--- config.mk ---
export PLATFORM = sky130hd
export DESIGN_NAME = note_frame_scheduler
export DESIGN_NICKNAME = d
export VERILOG_FILES = /design/src/rtl/note_frame_scheduler.sv
export SDC_FILE = /design/constraint.sdc
export NUM_CORES = 1
export LEC_CHECK = 0
export BUFFER_PORTS_ARGS = -buffer_cell sky130_fd_sc_hd__clkbuf_2
export CORE_ASPECT_RATIO = 0.7
export CORE_MARGIN = 10
export CORE_UTILIZATION = 30
export DETAILED_ROUTE_END_ITERATION = 16
export GPL_TIMING_DRIVEN = 0
export PLACE_DENSITY_LB_ADDON = 0.12
export RECOVER_POWER = 100
export SLEW_MARGIN = 40
export SYNTH_ARGS = -nofsm -noshare
export SYNTH_HDL_FRONTEND = slang
export SYNTH_SLANG_ARGS = --single-unit
--- constraint.sdc ---
create_clock -name clk -period 3.62 [get_ports clk]
set_input_delay 0.181 -clock clk [delete_from_list [all_inputs] [get_ports clk]]
set_output_delay 0.181 -clock clk [all_outputs]
set_load 0.05 [all_outputs]
--- src/rtl/note_frame_scheduler.sv ---
// note_frame_scheduler: per-beat sequencer that erases every lit note cell, shifts the
// notes register down one row, then redraws every lit cell through the plotter handshake.
module note_frame_scheduler #(
    parameter int         LANES   = 5,
    parameter int         ROWS    = 8,
    parameter logic [8:0] LANE_X0 = 9'd100,
    parameter logic [8:0] X_PITCH = 9'd24,
    parameter logic [7:0] Y0      = 8'd16,
    parameter logic [7:0] Y_PITCH = 8'd28
) (
    input  logic             clk,
    input  logic             resetn,
    input  logic             beat,
    input  logic             run,
    input  logic [LANES-1:0] row_data,
    output logic [2:0]       row_sel,
    output logic             shift,
    output logic             cell_req,
    output logic [8:0]       cell_x,
    output logic [7:0]       cell_y,
    output logic [2:0]       cell_lane,
    output logic             cell_erase,
    input  logic             cell_ack,
    output logic             busy,
    output logic             frame_done,
    output logic [7:0]       missed_beats
);
    typedef enum logic [2:0] {
        IDLE, ERASE_SCAN, ERASE_WAIT, SHIFT, SETTLE, DRAW_SCAN, DRAW_WAIT, DONE
    } state_t;

    state_t     state, state_next;
    logic [2:0] lane, row;
    logic       last_lane, last_cell, lit, advance, capture;

    assign last_lane = lane == 3'(LANES - 1);
    assign last_cell = last_lane && row == 3'(ROWS - 1);
    assign lit       = row_data[lane];

    always_comb begin
        state_next = state;
        advance    = 1'b0;
        capture    = 1'b0;
        case (state)
            IDLE: state_next = beat && run ? ERASE_SCAN : IDLE;
            ERASE_SCAN, DRAW_SCAN: begin
                capture = lit;
                advance = !lit;
                if (lit)
                    state_next = state == ERASE_SCAN ? ERASE_WAIT : DRAW_WAIT;
                else if (last_cell)
                    state_next = state == ERASE_SCAN ? SHIFT : DONE;
            end
            ERASE_WAIT, DRAW_WAIT: begin
                advance = cell_ack;
                if (cell_ack && last_cell)
                    state_next = state == ERASE_WAIT ? SHIFT : DONE;
                else if (cell_ack)
                    state_next = state == ERASE_WAIT ? ERASE_SCAN : DRAW_SCAN;
            end
            SHIFT:   state_next = SETTLE;
            SETTLE:  state_next = DRAW_SCAN;
            DONE:    state_next = IDLE;
            default: state_next = IDLE;
        endcase
    end

    // The index wraps to row 0 after the last cell, so SHIFT/SETTLE present row 0.
    always_ff @(posedge clk or negedge resetn) begin
        if (!resetn) begin
            state        <= IDLE;
            lane         <= 3'd0;
            row          <= 3'd0;
            cell_x       <= 9'd0;
            cell_y       <= 8'd0;
            cell_lane    <= 3'd0;
            cell_erase   <= 1'b0;
            missed_beats <= 8'd0;
        end else begin
            state <= state_next;
            if (advance) begin
                lane <= last_lane ? 3'd0 : lane + 3'd1;
                row  <= last_cell ? 3'd0 : last_lane ? row + 3'd1 : row;
            end
            if (capture) begin
                cell_x     <= LANE_X0 + X_PITCH * {6'd0, lane};
                cell_y     <= Y0 + Y_PITCH * {5'd0, row};
                cell_lane  <= lane;
                cell_erase <= state == ERASE_SCAN;
            end
            if (beat && state != IDLE && missed_beats != 8'hff)
                missed_beats <= missed_beats + 8'd1;
        end
    end

    assign row_sel    = row;
    assign cell_req   = state == ERASE_WAIT || state == DRAW_WAIT;
    assign shift      = state == SHIFT;
    assign busy       = state != IDLE;
    assign frame_done = state == DONE;
endmodule

==> flow_metrics.py <==
metrics = {
    "floorplan": {
        "initial_core_util_pct": 31.5,
        "die_w_microns": 118,
        "die_y_microns": 88.3,
        "die-area_sq_um": 10400,
        "pin_count": 46,
        "core_sq_um": 6340,
        "num_rows": 24,
    },
    "grt": {
        "grt_max_degree": 34,
        "grt_pass1_wl_mm": 7.66,
        "grt_usage_pct": 9.07,
        "grt.overflow.total": 0,
        "antenna_found_initial": 0,
        "grt_pass1_vias": 1496,
    },
    "final_layout": {
        "synthToLayoutAreaGrowth_pct": 15.7,
        "finalNetCount": 252,
        "final_cell_mix": "clkbuf_1, dfrtp_1, ha_1",
        "insertedDiodeCount": 0,
        "mostFrequentLayoutCell": "clkbuf_1",
        "drive_gt1_share_pct": 16.0,
        "finalInstanceArea_sq_um": 2310,
        "nFillCells": 678,
    },
    "routing": {
        "drtIter0Drc": 41,
        "wire_per_inst_microns": 14.8,
        "firstDrtPassIters": 4,
        "postRouteAntennaNets": 0,
        "via_count": 1410,
        "drc_errors": 0,
        "wl_mm": 4.66,
        "vias_per_cell": 4.46,
    },
    "worst_setup_path": {
        "critPathSlowestCell": "fa_1",
        "crit_chain": "fa_1, ha_1, fa_1, nor4bb_1, mux2_1, a221o_1, mux2_2",
        "cp-start-kind": "register",
        "crit_fanout": 7,
        "critical_path_class": "register to register",
        "arrival_ps": 3150,
        "cp.required_ps": 3790,
        "end_kind": "register",
        "slowest_delay_ps": 520,
        "path_common_cell": "fa_1",
    },
    "worst_hold_path": {
        "worstHoldPathType": "primary input to register",
    },
    "sta": {
        "finalCritPeriodShare_pct": 82.2,
        "hold_ws_ps": 184,
        "fmaxAchievable_mhz": 336,
        "tightestPinTransition_ps": 1840,
        "slew_viol_final": 34,
        "setup_violations": 0,
        "fin_crit_ps": 2980,
        "relSlewSlack_pct": -22.6,
        "hold_viol_final": 0,
        "rsz0062_at_grt": "false",
        "setup_ws_ps": 644,
        "setup-tns-final_ps": 0,
        "skew_ps": 6.62,
    },
    "synth": {
        "synth_edf_count": 0,
        "synth_top_area_share_pct": 41.4,
        "synthCells": 172,
        "yosys.area.top_type": "dfrtp_1",
        "synth_top_flop_cell": "dfrtp_1",
        "yosysWarningCount": 0,
        "ys_seq_elements": 33,
        "ys_top_cells_by_area": "dfrtp_1, ha_1, mux2_2",
        "synth_area_sq_um": 2000,
        "synth_area_per_cell_sq_um": 11.6,
        "yosysSeqAreaShare_pct": 41.4,
        "netlist-cell-type-count": 40,
        "async_flop_share_pct": 100,
    },
    "clock_network": {
        "worstSkewPairLatency_ps": 290,
        "clock_path_buffers": 2,
        "post_cts_buffers": 0,
        "post_cts_resize_count": 0,
        "postCtsHoldBufs": 1,
        "cts.sinks": 33,
        "clk_pin_slew_worst_paths_ps": 80,
        "cts_tree": "done",
        "root_buffer": "clkbuf_8",
        "cts_buffers": 5,
        "cts_htree_levels": 2,
    },
    "placement": {
        "portBuffers": 41,
        "dpl_cell_area_sq_um": 2330,
        "dp_hpwl_mm": 3.50,
        "place.gp.congestion": 0.798,
        "dp_slack_ps": 715,
    },
    "run": {
        "max_cap_violations": 1,
    },
    "outcome": {
        "violations": "max-capacitance violations, max-slew violations",
        "outcome": "complete, but fails checks",
    },
}
[stage by stage]
step,util [%],instances
floorplan,-,175
global placement,36.7,307
detailed placement,36.8,307
CTS,38.3,316
global route,36.5,316
finish,36.5,316
[path summary, 6_finish.rpt]
path,startpoint,to,slack (ps),cells past startpoint
max,row_sel[0],cell_y[7],640,7
max in group asynchronous,resetn,cell_y[7],1630,2
max reg2reg,row_sel[0],cell_y[7],640,7
min in group asynchronous,resetn,state[2],930,2
min reg2reg,cell_x[2],cell_x[2],480,1
min,cell_ack,state[0],180,3
[state kept, by name (all words and copies together) (netlist names)]
signal / cells
cell_erase: 1
lane: 3
cell_lane: 3
missed_beats: 8
row_sel: 3
cell_y: 6
cell_x: 6
state: 3
[critical path, delay by kind of cell (launching register included)]
kind,cells,cell delay [ps]
adder cells (fa/ha/maj),3,1270
multiplexers,2,570
flip-flops,1,490
AO/OA/AOI/OAI,1,350
AND/OR/NAND/NOR,1,180
[metal layers]
| metal | track usage (%) | vias up | routed length [microns] |
|---|---|---|---|
| met3 | 4.33 | 4 | 323 |
| met5 | 0 | - | 0 |
| met2 | 12.6 | 34 | 1810 |
| met4 | 2.68 | 0 | 29 |
| li1 | - | 690 | - |
| met1 | 12.2 | 682 | 2500 |
[final cells by class]
| cell class | count | area [sq um] | area share, % |
|---|---|---|---|
| Clock inverter | 3 | 17.5 | 0.758 |
| Buffer | 7 | 45.0 | 1.95 |
| Clock buffer | 5 | 68.8 | 2.98 |
| Timing Repair Buffer | 42 | 174 | 7.53 |
| Multi-Input combinational cell | 124 | 1020 | 44.3 |
| Sequential cell | 33 | 826 | 35.8 |
| Inverter | 11 | 41.3 | 1.79 |
| Tap cell | 91 | 114 | 4.93 |
[cells by family after synthesis]
logic type | Yosys count | share of synthesized area [%]
simple gates | 46 | 12.9
flops | 33 | 41.4
compound gates | 22 | 8.58
mux | 22 | 13.3
fa+ha+maj | 18 | 13.2
buf+inv | 18 | 5.26
xor+xnor | 12 | 5.26
other cells | 1 | 0.188
[cell usage after synthesis (3+ instances only)]
cell       n
dfrtp_1   33
ha_1      13
mux2_2    12
inv_1     11
nand2_1    9
nand3_1    9
xor2_1     8
a21oi_1    7
nor2_1     7
mux2_4     6
buf_4      5
fa_1       5
mux2i_1    4
nand2b_1   4
o21ai_0    4
xnor2_1    4
nor3_1     3
Power is not shown: default switching activity piles up to over one toggle a cycle in this logic, so the estimate is an artifact.
